File: src/rtl/mem_defines_pkg.sv
// ============================================================================
// Module : mem_defines
// Brief  : Shared AXI4-Lite response codes, master FSM states, protection values
// Rev    : 1.0  initial release
// ============================================================================
`default_nettype none

package mem_defines;

  typedef enum logic [1:0] {
    OKAY   = 2'b00,
    EXOKAY = 2'b01,
    SLVERR = 2'b10,
    DECERR = 2'b11
  } axil_resp_t;

  typedef enum logic [2:0] {
    IDLE    = 3'd0,
    WR      = 3'd1,
    WR_RESP = 3'd2,
    RD_ADDR = 3'd3,
    RD_DATA = 3'd4
  } axil_mst_state_t;

  localparam logic [2:0] AXIL_PROT_INSTR = 3'b100;
  localparam logic [2:0] AXIL_PROT_DATA  = 3'b000;

endpackage

`default_nettype wire

File: src/rtl/axil_mem_master.sv
// ============================================================================
// Module : axil_mem_master
// Brief  : CPU single-outstanding memory port to AXI4-Lite master bridge
// Rev    : 1.0  initial release
// ============================================================================
`default_nettype none

module axil_mem_master
  import mem_defines::*;
#(
  parameter int DATA_WIDTH = 32,
  parameter int ADDR_WIDTH = 16,
  parameter int STRB_WIDTH = DATA_WIDTH / 8
) (
  input  logic                  clk,
  input  logic                  rst,
  input  logic                  mem_req,
  input  logic                  mem_we,
  input  logic                  mem_instr,
  input  logic [ADDR_WIDTH-1:0] mem_addr,
  input  logic [DATA_WIDTH-1:0] mem_wdata,
  input  logic [STRB_WIDTH-1:0] mem_be,
  output logic                  mem_gnt,
  output logic                  mem_done,
  output logic [DATA_WIDTH-1:0] mem_rdata,
  output logic                  mem_err,
  output logic [ADDR_WIDTH-1:0] m_axil_awaddr,
  output logic [2:0]            m_axil_awprot,
  output logic                  m_axil_awvalid,
  input  logic                  m_axil_awready,
  output logic [DATA_WIDTH-1:0] m_axil_wdata,
  output logic [STRB_WIDTH-1:0] m_axil_wstrb,
  output logic                  m_axil_wvalid,
  input  logic                  m_axil_wready,
  input  logic [1:0]            m_axil_bresp,
  input  logic                  m_axil_bvalid,
  output logic                  m_axil_bready,
  output logic [ADDR_WIDTH-1:0] m_axil_araddr,
  output logic [2:0]            m_axil_arprot,
  output logic                  m_axil_arvalid,
  input  logic                  m_axil_arready,
  input  logic [DATA_WIDTH-1:0] m_axil_rdata,
  input  logic [1:0]            m_axil_rresp,
  input  logic                  m_axil_rvalid,
  output logic                  m_axil_rready
);

  axil_mst_state_t         r_state;
  axil_mst_state_t         w_next_state;
  logic [ADDR_WIDTH-1:0]   r_addr;
  logic [DATA_WIDTH-1:0]   r_wdata;
  logic [STRB_WIDTH-1:0]   r_be;
  logic                    r_instr;
  logic                    r_aw_done;
  logic                    r_w_done;
  logic                    r_done;
  logic                    r_err;
  logic [DATA_WIDTH-1:0]   r_rdata;
  logic                    w_aw_fire;
  logic                    w_w_fire;

  assign mem_gnt   = (r_state == IDLE) && mem_req && !rst;
  assign w_aw_fire = m_axil_awvalid && m_axil_awready;
  assign w_w_fire  = m_axil_wvalid && m_axil_wready;

  always_ff @(posedge clk) begin
    if (rst) begin
      r_state <= IDLE;
    end else begin
      r_state <= w_next_state;
    end
  end

  always_comb begin
    w_next_state = r_state;
    case (r_state)
      IDLE: begin
        if (mem_gnt) begin
          w_next_state = mem_we ? WR : RD_ADDR;
        end
      end
      // AW and W complete independently; leave once both have, in either order
      WR: begin
        if ((r_aw_done || w_aw_fire) && (r_w_done || w_w_fire)) begin
          w_next_state = WR_RESP;
        end
      end
      WR_RESP: begin
        if (m_axil_bvalid) begin
          w_next_state = IDLE;
        end
      end
      RD_ADDR: begin
        if (m_axil_arready) begin
          w_next_state = RD_DATA;
        end
      end
      RD_DATA: begin
        if (m_axil_rvalid) begin
          w_next_state = IDLE;
        end
      end
      default: w_next_state = IDLE;
    endcase
  end

  // Valids and readies decode from registered state only, so they are glitch-free
  always_comb begin
    m_axil_awvalid = 1'b0;
    m_axil_wvalid  = 1'b0;
    m_axil_bready  = 1'b0;
    m_axil_arvalid = 1'b0;
    m_axil_rready  = 1'b0;
    case (r_state)
      WR: begin
        m_axil_awvalid = !r_aw_done;
        m_axil_wvalid  = !r_w_done;
      end
      WR_RESP: m_axil_bready  = 1'b1;
      RD_ADDR: m_axil_arvalid = 1'b1;
      RD_DATA: m_axil_rready  = 1'b1;
      default: ;
    endcase
  end

  always_ff @(posedge clk) begin
    if (rst) begin
      r_addr    <= '0;
      r_wdata   <= '0;
      r_be      <= '0;
      r_instr   <= 1'b0;
      r_aw_done <= 1'b0;
      r_w_done  <= 1'b0;
      r_done    <= 1'b0;
      r_err     <= 1'b0;
      r_rdata   <= '0;
    end else begin
      r_done <= 1'b0;
      r_err  <= 1'b0;
      if (mem_gnt) begin
        r_addr  <= mem_addr;
        r_wdata <= mem_wdata;
        r_be    <= mem_be;
        r_instr <= mem_instr;
      end
      if (r_state != WR) begin
        r_aw_done <= 1'b0;
        r_w_done  <= 1'b0;
      end else begin
        if (w_aw_fire) r_aw_done <= 1'b1;
        if (w_w_fire)  r_w_done  <= 1'b1;
      end
      if ((r_state == WR_RESP) && m_axil_bvalid) begin
        r_done <= 1'b1;
        r_err  <= (m_axil_bresp != OKAY);
      end
      if ((r_state == RD_DATA) && m_axil_rvalid) begin
        r_done  <= 1'b1;
        r_err   <= (m_axil_rresp != OKAY);
        r_rdata <= m_axil_rdata;
      end
    end
  end

  assign mem_done      = r_done;
  assign mem_err       = r_err;
  assign mem_rdata     = r_rdata;
  assign m_axil_awaddr = r_addr;
  assign m_axil_awprot = AXIL_PROT_DATA;
  assign m_axil_wdata  = r_wdata;
  assign m_axil_wstrb  = r_be;
  assign m_axil_araddr = r_addr;
  assign m_axil_arprot = r_instr ? AXIL_PROT_INSTR : AXIL_PROT_DATA;

endmodule

`default_nettype wire
File: config.mk
export PLATFORM = sky130hd
export DESIGN_NAME = axil_mem_master
export DESIGN_NICKNAME = d
export VERILOG_FILES = /design/src/rtl/mem_defines_pkg.sv /design/src/rtl/axil_mem_master.sv
export SDC_FILE = /design/constraint.sdc
export NUM_CORES = 1
export LEC_CHECK = 0
export ABC_AREA = 0
export BUFFER_PORTS_ARGS = -buffer_cell sky130_fd_sc_hd__clkbuf_2
export CORE_AREA = 2 2 98 100
export DETAILED_ROUTE_END_ITERATION = 6
export DIE_AREA = 0 0 100 102
export PLACE_DENSITY = 0.78
export SLEW_MARGIN = 20
export SYNTH_ARGS = -nofsm -noshare
export SYNTH_HDL_FRONTEND = slang
export SYNTH_SLANG_ARGS = --single-unit
File: constraint.sdc
create_clock -name clk -period 1.4 [get_ports clk]
set_input_delay 0.28 -clock clk [delete_from_list [all_inputs] [get_ports clk]]
set_output_delay 0.28 -clock clk [all_outputs]
set_load 0.02 [all_outputs]
==> impl_summary.md <==
Drt
The initial detailed-routing violation count is 101. The final route contains 3848 vias. The detailed-route DRC error count is 0. The vias per cell is 5.00. Once detail routing completed, the nets flagged for antenna violations numbered 0. Wires add up to 13100 um. The count of TritonRoute iterations in the first routing pass is 4. The post-detailed-route wirelength per cell is 17.1 um.

Logic synthesis
By area, the combinational part of the netlist is dominated by simple AND/OR/NAND/NOR gates. The area fraction in and, or, nand and nor cells after synthesis is 23.0%. The parity-gate share of the synthesized area counting xor and xnor cells is 0%. The post-synthesis register bit count is 92. Summing the areas of all compound-gate instances in the mapped netlist gives approximately 14% of the synthesized area. After technology mapping, the gate count stands at 437. The sequential element share of the synthesized area is 52.7%. The count of distinct cell types in the synthesized netlist is 28.

The mux share of post-synthesis cell area is 0%. For this run, the leading register cell type out of synthesis is sky130_fd_sc_hd__dfxtp_1. Yosys printed 0 warnings. The mean instance size in the synthesized netlist is about 8 um2. The post-synthesis instance area is 3500 um2. The async set or reset register ratio after synthesis is 0%. The number of enable flip-flop cells after synthesis is 0. The post-synthesis share of cell area spent on full adders, half adders and majority gates is 0%.

Clock network
No sink is reached through more buffers than the 2 on the longest clock path. TritonCTS built the clock tree. The clock root buffer master is sky130_fd_sc_hd__clkbuf_8. The total CTS buffers is 9. The clock slew seen by the registers of the worst setup and hold paths is 0.10 ns. Clock latency on the worst-skew pair, taken at its later pin, is 0.35 ns. The clock net in this run drives a total of 92 sinks. The count of H-tree levels built during CTS is 3.

Flow run
The count of max-cap constraint violations is 0.

Setup path
The critical path is of the flop to primary output type. On the worst path, the slowest cell contributes a delay of approximately 0.56 ns. The peak fanout along the critical path is 2. The kind of end point of the critical path is a primary output. The signal on the critical path passes through or4b_4, nor2_4, buf_8.

At the worst endpoint, the required time is between 1 and 1.5 ns. The slowest cell on the critical path is sky130_fd_sc_hd__or4b_4. The arrival time at the worst endpoint is 1.48 ns.

The element type at the critical path start is a flop.

Worst hold path
The type of the most critical hold path is primary input to flop.

Floorplan
In this run the core area contains 35 standard-cell rows. The total I/O pin count is about 210. The die covers 10200 um2. For this configuration, the core starts out at a cell density of 38.4%. The die width is 100 um.

The placeable core area is between 9000 and 10000 um2. The y dimension of the die is roughly 100 um.

Global route
The number of global-route vias before repair is 3584. The number of antenna violations at the first check in global routing was 1. For this run, the total global-route usage over all layers was measured as 21.7%. Entering global routing, the biggest net connects 32 pins. The first global-routing pass estimated between 15000 and 20000 um of wire. The total overflow left after global routing is 0.

Finish
The layout-stage area growth over the synthesis result is 83.1%. The top cell types in the final layout, fill and taps aside, are 199 x sky130_fd_sc_hd__clkbuf_2, 89 x sky130_fd_sc_hd__dfxtp_1, 81 x sky130_fd_sc_hd__a21oi_2. For this run, the post-layout net count is 751.

The post-route cell area is 6400 um2. The commonest non-fill, non-tap cell in the layout is sky130_fd_sc_hd__clkbuf_2. Cells with a size suffix above 1 make up ~70% of the layout.

Fill cells in the final layout number 651.

Placed design
The HPWL after detailed placement is about 7000 um. Before CTS, the worst setup slack after placement is -0.279 ns. The global placer's final weighted congestion is 0.749. The placed cell area is approximately 4500 um2. The number of buffer cells added on primary ports is 206.

STA
Setup violations remaining at the end of the flow were counted as 92. Setup repair after global routing could not meet its margin everywhere. The upper clock frequency limit is ~570 MHz.

The setup TNS is -19.10 ns. The final critical path takes up 125% of the cycle. The worst clock skew is 0.00984 ns.

The routed design could run at a clock period as short as ~1.8 ns. The total count of hold-check failures in the final report is 0. The final count of pins violating max slew is 0.

After layout, the worst setup slack is -0.357 ns.

Power
The cell area power density is 1180 nW/um2. The maximum ir drop on the vdd rail is 0.634 mV. The analysis attributes to cell leakage a power of 0.00310 uW.

Outcome
The final reports fail on negative setup slack. The flow ran to the end, but the final reports show violations.
==> final timing paths <==
check,startpoint,to,slack (ns),cells after the start
setup / recovery,r_state[2],mem_gnt,-0.36,3
hold / removal,mem_wdata[10],m_axil_wdata[10],0.14,3
setup reg to reg,r_state[0],m_axil_wdata[8],-0.31,9
hold reg to reg,mem_rdata[11],mem_rdata[11],0.46,2
==> routing by layer <==
| metal | track usage (%) | vias up | share of wire, % |
|---|---|---|---|
| li1 | - | 1825 | - |
| met1 | 25.0 | 1829 | 38 |
| met2 | 39.6 | 163 | 54 |
| met3 | 5.06 | 31 | 5.6 |
| met4 | 7.27 | 0 | 2.6 |
| met5 | 0 | - | 0 |
==> critical path: cells and delay by family, from the launching register on <==
kind / cells / cell delay (ns)
simple gates: 2 / 0.67
buf+inv: 1 / 0.13
flops: 1 / 0.33
==> cell families after synthesis <==
kind of cell	Yosys count
compound gates	95
buf+inv	55
flops	92
other cells	1
simple gates	194
==> what timing repair did <==
item	CTS	global route
resized for setup	86	228
pin swaps	31	138
hold endpoints to repair	0	0
hold buffers	0	0
buffers inserted	19	6
setup endpoints to repair	69	92
cloned	10	5
==> per-stage QoR <==
stage          util, %  std cells  hold WS, ns  total power (uW)
2_1_floorplan        -        441        0.413              3960
3_3_place_gp      49.7        718        0.440              4330
3_5_place_dp      49.7        718        0.448              4360
4_1_cts           59.9        761        0.121              7000
5_1_grt           70.3        768        0.121              7880
6_report          70.3        769        0.135              7580
==> state kept, by name (all words and copies together) (netlist names), 3 cells and up <==
register       flops
m_axil_wdata      32
mem_rdata         32
m_axil_wstrb       4
r_state            3
m_axil_araddr     16
==> layout make-up <==
| class | instances | area [um2] | share of cell area, % |
|---|---|---|---|
| Clock inverter | 5 | 85.1 | 1.33 |
| Sequential cell | 92 | 1850 | 28.8 |
| Tap cell | 111 | 139 | 2.17 |
| Inverter | 1 | 3.75 | 0.0586 |
| Antenna cell | 1 | 2.50 | 0.0391 |
| Clock buffer | 10 | 128 | 1.99 |
| Multi-Input combinational cell | 294 | 2300 | 35.9 |
| Timing Repair Buffer | 255 | 1900 | 29.7 |
==> report_power, final <==
part	leakage, uW	switching (uW)	internal [uW]
clock network	0.000103	957	1010
registers	0.000750	135	2810
logic	0.00225	1440	1240
total	0.00310	2530	5050
==> cells in the mapped netlist (3+ instances only) <==
library cell               count  area, um2
sky130_fd_sc_hd__a21oi_1      87        435
sky130_fd_sc_hd__buf_2        12       60.1
sky130_fd_sc_hd__buf_4        22        165
sky130_fd_sc_hd__buf_6         6       67.6
sky130_fd_sc_hd__clkbuf_1     14       52.6
sky130_fd_sc_hd__dfxtp_1      92       1840
sky130_fd_sc_hd__nand2_1     171        642
sky130_fd_sc_hd__nor2_1        6       22.5
sky130_fd_sc_hd__nor3_1        3       15.0
Note: power is estimated with default switching activity, not from simulation.
